===== src/rtl/spi_master_frame.sv =====
// rtl/spi_master_frame.sv - SPI mode-0 LSB-first 32-bit frame master with valid/ready tx and available/ack rx
// Optional idle NOP polling is enabled by defining SPI_MASTER_AUTO_POLL_EN.
module spi_master_frame #(
  parameter int CLK_DIV     = 8,
  parameter int SS_SETUP    = 4,
  parameter int SS_HOLD     = 4,
  parameter int SS_GAP      = 8,
  parameter int POLL_PERIOD = 1024
) (
  input  logic        clk,
  input  logic        reset,
  output logic        SPI_SCK,
  output logic        SPI_SS,
  output logic        SPI_MOSI,
  input  logic        SPI_MISO,
  input  logic        tx_valid,
  output logic        tx_ready,
  input  logic [31:0] tx_data,
  output logic        rx_data_available,
  input  logic        rx_ack,
  output logic [31:0] rx_data,
  output logic        busy
);

  typedef enum logic [2:0] {
    S_IDLE,
    S_SETUP,
    S_LOW,
    S_HIGH,
    S_HOLD,
    S_GAP
  } state_t;

  localparam logic [7:0] LP_DIV_END   = 8'(CLK_DIV - 1);
  localparam logic [7:0] LP_SETUP_END = 8'(SS_SETUP - 1);
  localparam logic [7:0] LP_HOLD_END  = 8'(SS_HOLD - 1);
  localparam logic [7:0] LP_GAP_END   = 8'(SS_GAP - 1);

  state_t      r_state;
  state_t      w_state_nxt;
  logic [7:0]  r_cnt;
  logic [7:0]  w_cnt_nxt;
  logic [4:0]  r_bit;
  logic [4:0]  w_bit_nxt;
  logic [31:0] r_tx;
  logic [31:0] w_tx_nxt;
  logic [31:0] r_rx;
  logic [31:0] w_rx_nxt;
  logic [31:0] r_rx_data;
  logic [31:0] w_rx_data_nxt;
  logic        r_avail;
  logic        w_avail_nxt;
  logic        r_miso_q;
  logic        r_sck;
  logic        r_ss;
  logic        r_mosi;
  logic        r_tx_ready;
  logic        r_busy;
  logic        w_frame_active;
  logic        w_poll;

`ifdef SPI_MASTER_AUTO_POLL_EN
  logic [15:0] r_idle_cnt;

  assign w_poll = (r_state == S_IDLE) && !tx_valid && !r_avail &&
                  (r_idle_cnt == 16'(POLL_PERIOD));

  always_ff @(posedge clk) begin
    if (reset || (r_state != S_IDLE) || w_poll || (tx_valid && r_tx_ready)) begin
      r_idle_cnt <= '0;
    end else if (!tx_valid && !r_avail) begin
      r_idle_cnt <= r_idle_cnt + 16'd1;
    end
  end
`else
  assign w_poll = 1'b0;
`endif

  always_comb begin
    w_state_nxt   = r_state;
    w_cnt_nxt     = r_cnt + 8'd1;
    w_bit_nxt     = r_bit;
    w_tx_nxt      = r_tx;
    w_rx_nxt      = r_rx;
    w_rx_data_nxt = r_rx_data;
    w_avail_nxt   = r_avail && !rx_ack;
    case (r_state)
      S_IDLE: begin
        w_cnt_nxt = '0;
        // A user frame takes priority over a poll triggering in the same cycle.
        if (tx_valid && r_tx_ready) begin
          w_tx_nxt    = tx_data;
          w_state_nxt = S_SETUP;
        end else if (w_poll) begin
          w_tx_nxt    = '0;
          w_state_nxt = S_SETUP;
        end
      end
      S_SETUP: begin
        if (r_cnt == LP_SETUP_END) begin
          w_cnt_nxt   = '0;
          w_bit_nxt   = '0;
          w_state_nxt = S_LOW;
        end
      end
      S_LOW: begin
        if (r_cnt == LP_DIV_END) begin
          w_cnt_nxt   = '0;
          w_state_nxt = S_HIGH;
        end
      end
      S_HIGH: begin
        if (r_cnt == LP_DIV_END) begin
          w_cnt_nxt = '0;
          w_rx_nxt  = {r_miso_q, r_rx[31:1]};
          w_tx_nxt  = {1'b0, r_tx[31:1]};
          if (r_bit == 5'd31) begin
            w_state_nxt = S_HOLD;
          end else begin
            w_bit_nxt   = r_bit + 5'd1;
            w_state_nxt = S_LOW;
          end
        end
      end
      S_HOLD: begin
        if (r_cnt == LP_HOLD_END) begin
          w_cnt_nxt     = '0;
          w_rx_data_nxt = r_rx;
          w_avail_nxt   = 1'b1;
          w_state_nxt   = S_GAP;
        end
      end
      S_GAP: begin
        if (r_cnt == LP_GAP_END) begin
          w_cnt_nxt   = '0;
          w_state_nxt = S_IDLE;
        end
      end
      default: begin
        w_state_nxt = S_IDLE;
      end
    endcase
  end

  // Pin outputs are registered from the next state so they never glitch on decode.
  assign w_frame_active = (w_state_nxt == S_SETUP) || (w_state_nxt == S_LOW) ||
                          (w_state_nxt == S_HIGH)  || (w_state_nxt == S_HOLD);

  always_ff @(posedge clk) begin
    if (reset) begin
      r_state    <= S_IDLE;
      r_cnt      <= '0;
      r_bit      <= '0;
      r_tx       <= '0;
      r_rx       <= '0;
      r_rx_data  <= '0;
      r_avail    <= 1'b0;
      r_miso_q   <= 1'b0;
      r_sck      <= 1'b0;
      r_ss       <= 1'b1;
      r_mosi     <= 1'b0;
      r_tx_ready <= 1'b0;
      r_busy     <= 1'b0;
    end else begin
      r_state    <= w_state_nxt;
      r_cnt      <= w_cnt_nxt;
      r_bit      <= w_bit_nxt;
      r_tx       <= w_tx_nxt;
      r_rx       <= w_rx_nxt;
      r_rx_data  <= w_rx_data_nxt;
      r_avail    <= w_avail_nxt;
      r_miso_q   <= SPI_MISO;
      r_sck      <= (w_state_nxt == S_HIGH);
      r_ss       <= !w_frame_active;
      r_mosi     <= w_frame_active ? w_tx_nxt[0] : 1'b0;
      r_tx_ready <= (w_state_nxt == S_IDLE) && !w_avail_nxt;
      r_busy     <= (w_state_nxt != S_IDLE);
    end
  end

  assign SPI_SCK           = r_sck;
  assign SPI_SS            = r_ss;
  assign SPI_MOSI          = r_mosi;
  assign tx_ready          = r_tx_ready;
  assign rx_data_available = r_avail;
  assign rx_data           = r_rx_data;
  assign busy              = r_busy;

endmodule


===== config.mk =====
export PLATFORM = sky130hd
export DESIGN_NAME = spi_master_frame
export DESIGN_NICKNAME = d
export VERILOG_FILES = /design/src/rtl/spi_master_frame.sv
export SDC_FILE = /design/constraint.sdc
export NUM_CORES = 1
export LEC_CHECK = 0
export ABC_AREA = 1
export BUFFER_PORTS_ARGS = -buffer_cell sky130_fd_sc_hd__buf_4
export CORE_MARGIN = 2
export CORE_UTILIZATION = 60
export CTS_BUF_LIST = sky130_fd_sc_hd__clkbuf_8
export CTS_CLUSTER_SIZE = 40
export DETAILED_ROUTE_END_ITERATION = 10
export PLACE_DENSITY = 0.82
export SETUP_SLACK_MARGIN = 0.4
export SKIP_CTS_REPAIR_TIMING = 1
export SLEW_MARGIN = 20
export SYNTH_ARGS = -nofsm -noshare
export SYNTH_HDL_FRONTEND = slang
export SYNTH_SLANG_ARGS = --single-unit
export TNS_END_PERCENT = 5

===== constraint.sdc =====
create_clock -name clk -period 3.3 [get_ports clk]
set_clock_uncertainty 0.2 [all_clocks]
set_input_delay 0.99 -clock clk [delete_from_list [all_inputs] [get_ports clk]]
set_output_delay 0.99 -clock clk [all_outputs]
set_load 0.01 [all_outputs]

==> results.yml <==
status:
  status: "finished, final reports clean"
cells_and_area:
  fin_nets: 704
  multi_input_area_mm2: 0.00200
  fin_util_pct: 73.1
  final_cell_area_mm2: 0.00559
  seq_area_mm2: 0.00238
  syn_to_final_growth_pct: 19.5
  nFillCells: 603
  diodes: 0
  drive_above_1_share_pct: 18.9
  stdcell_count: 779
power:
  p_comb_share_pct: 5.8
  p_leak_nw: 2.36
  power_frac_seq_pct: 50.6
  power.internal_mw: 2.21
  switching_share_pct: 24.5
  p_switching_mw: 0.715
  ir_drop_mv: 0.297
  fin_total_pwr_mw: 2.92
  clkPwrFrac_pct: 43.6
  powerDensity_mw_per_mm2: 522
place:
  numPortBuffers: 74
  placed_cells: 747
  post-place-ws_ns: 0.811
  place_congestion: 0.756
  dpl.hpwl_um: 6150
  placed_area_mm2: 0.00520
synth:
  synth_top_family_by_area: "simple AND/OR/NAND/NOR gates"
  seq_area_frac_synth_pct: 50.9
  syn_area_per_cell_um2: 7.71
  synth-seq-cells: 119
  synth_mux_area_share_pct: 0
  yosys.area_share.simple_pct: 27.5
  synth_compound_area_share_pct: 13.8
  ys_types: 31
  netlist_instances: 607
  synth_xor_area_share_pct: 0.374
  ys_warn_count: 0
  synthAdderAreaFrac_pct: 0.802
  syn_nets: 647
  syn_area_mm2: 0.00468
setup_path:
  cpPeakStageDelay_ns: 0.34
  crit_family: "buffers and inverters"
  required_ns: 2.11
  crit_buf_inv: 2
  endpoint: "tx_ready"
  crit_chain: "buf_4, buf_4"
  arrival_ns: 1.28
  r2r-start: "r_cnt[0]"
  setup.worst_path.start: "tx_ready"
  worst_path_most_repeated_cell: "buf_4"
  ff2ff_setup_slack_ns: 1.00
  cp-end-kind: "primary output"
  worstSetupPathType: "reg2out"
  r2r_end: "r_tx[4]"
  crit_fanout: 34
  reg2regPathDepth: 8
  path_depth: 2
  start_kind: "flop"
  critPathSlowestCell: "buf_4"
sta:
  holdWs_ns: 0.246
  slew_violations: 0
  relSlewSlack_pct: 45.2
  tns_ns: 0
  period_needed_ns: 2.47
  tightest_slew_ns: 0.822
  setup_viol: 0
  hold_violations: 0
  fmax_mhz: 405
  rsz0062_at_grt: "false"
  fin_ws_ns: 0.832
  min_period_over_period_pct: 74.8
clocking:
  worstSkewPairLatency_ns: 0.43
  cts_buffers: 17
  cts_tree: "built"
  cts_sinks: 119
  htree_levels: 4
  cts_root_buf: "clkbuf_8"
  clockBufferDepth: 2
  clk_pin_slew_ns: 0.07
grt:
  use_met2_pct: 39.1
  grt_util_met1_pct: 28.8
  grt_overflow: 0
  grt_pass1_wl_um: 16200
  busiest_layer: "met2"
  grt_max_degree: 70
  antenna_found_initial: 0
  met3_usage_pct: 7.24
  grt_util_all_layers_pct: 23.8
  grt_pass1_vias: 3784
routing:
  drcViolationCount: 0
  drt_iter0_markers: 200
  dr.pass1.iters: 4
  wire_per_inst_um: 12.3
  routed_wl_um: 9600
  antenna_left: 0
  vias: 4155
  drt-vias-per-instance: 5.33
job:
  cap_violations: 0
floorplan:
  die_y_um: 92.3
  ios: 75
  coreArea_mm2: 0.00765
  start_util_pct: 61.2
  die_area_mm2: 0.00852
  die_x_um: 92.3
  row_count: 32
min_path:
  hold_path.class: "reg2reg"
  min_from: "r_cnt[0]"
how the worst min path moves through the flow:
| stage | endpoint | slack (ns) | depth (start not counted) |
|---|---|---|---|
| 2_1_floorplan | r_cnt[0] | 0.21 | 1 |
| 3_5_place_dp | r_cnt[0] | 0.24 | 1 |
| 3_3_place_gp | r_cnt[0] | 0.23 | 1 |
| 4_1_cts | r_cnt[0] | 0.25 | 1 |
| 5_1_grt | r_cnt[0] | 0.27 | 1 |
| 6_report | r_cnt[0] | 0.25 | 1 |
state kept, by name, indices dropped and copies added, names as in the netlist:
| register | count |
|---|---|
| r_miso_q | 1 |
| tx_ready | 1 |
| r_cnt | 8 |
| rx_data_available | 1 |
| SPI_SCK | 1 |
| r_tx | 32 |
| r_bit | 5 |
| SPI_MOSI | 1 |
| r_state | 3 |
| busy | 1 |
| SPI_SS | 1 |
| rx_data | 32 |
| r_rx | 32 |
power groups by stage:
stage          logic (mW)  registers, mW  clock network (mW)
2_1_floorplan       0.107           1.51                   0
6_report            0.170           1.48                1.27
3_5_place_dp        0.168           1.51                   0
5_1_grt             0.189           1.48                1.37
3_3_place_gp        0.165           1.51                   0
4_1_cts             0.169           1.48                1.29
logic make-up after synthesis:
logic type / after synthesis
compound gates: 117
xor+xnor: 2
fa+ha+maj: 3
buf+inv: 65
flops: 119
simple gates: 301
layout by cell type, fill, tap and decap left out, drive strengths merged, types with 6 or more instances in the layout:
cell,instances
a31oi,32
clkinv,6
nand4,32
o21ai,72
clkbuf,17
dfxtp,119
buf,80
nor3,7
nor2,160
inv,27
nand2,90
a21oi,11
nand3,7
layer usage:
metal  routed length, µm  vias to the layer above  part of all wire (%)
li1                    -                     2132                     -
met1                4370                     1891                    45
met2                4570                      114                    48
met3                 478                       18                   5.0
met4                 180                        0                   1.9
met5                   0                        -                     0
cell usage after synthesis (all sizes together):
cell type    n  share of area (%)
nand3b       1               0.16
o21ai       72                7.7
o211ai       1               0.16
nand4       32                4.3
nand2       90                7.4
nand3        7                1.1
and3         2               0.27
buf         20                3.0
dfxtp      119                 51
nor2       160                 13
nor4         1               0.13
or2          1               0.13
ha           3               0.80
inv         23                1.8
a21oi       11                1.2
clkbuf      22                1.8
nor3         7               0.86
o21bai       1               0.16
xnor2        1               0.19
a31oi       32                4.6
xor2         1               0.19
area by class of cell:
type	count	share of cell area, %
clock buffers	17	4.18
clock inverters	15	2.75
inverters	23	1.54
multi-input cells	423	35.7
flip-flops and latches	119	42.6
well taps	102	2.28
repair buffers	80	11.0
Note: power is estimated with default switching activity, not from simulation.
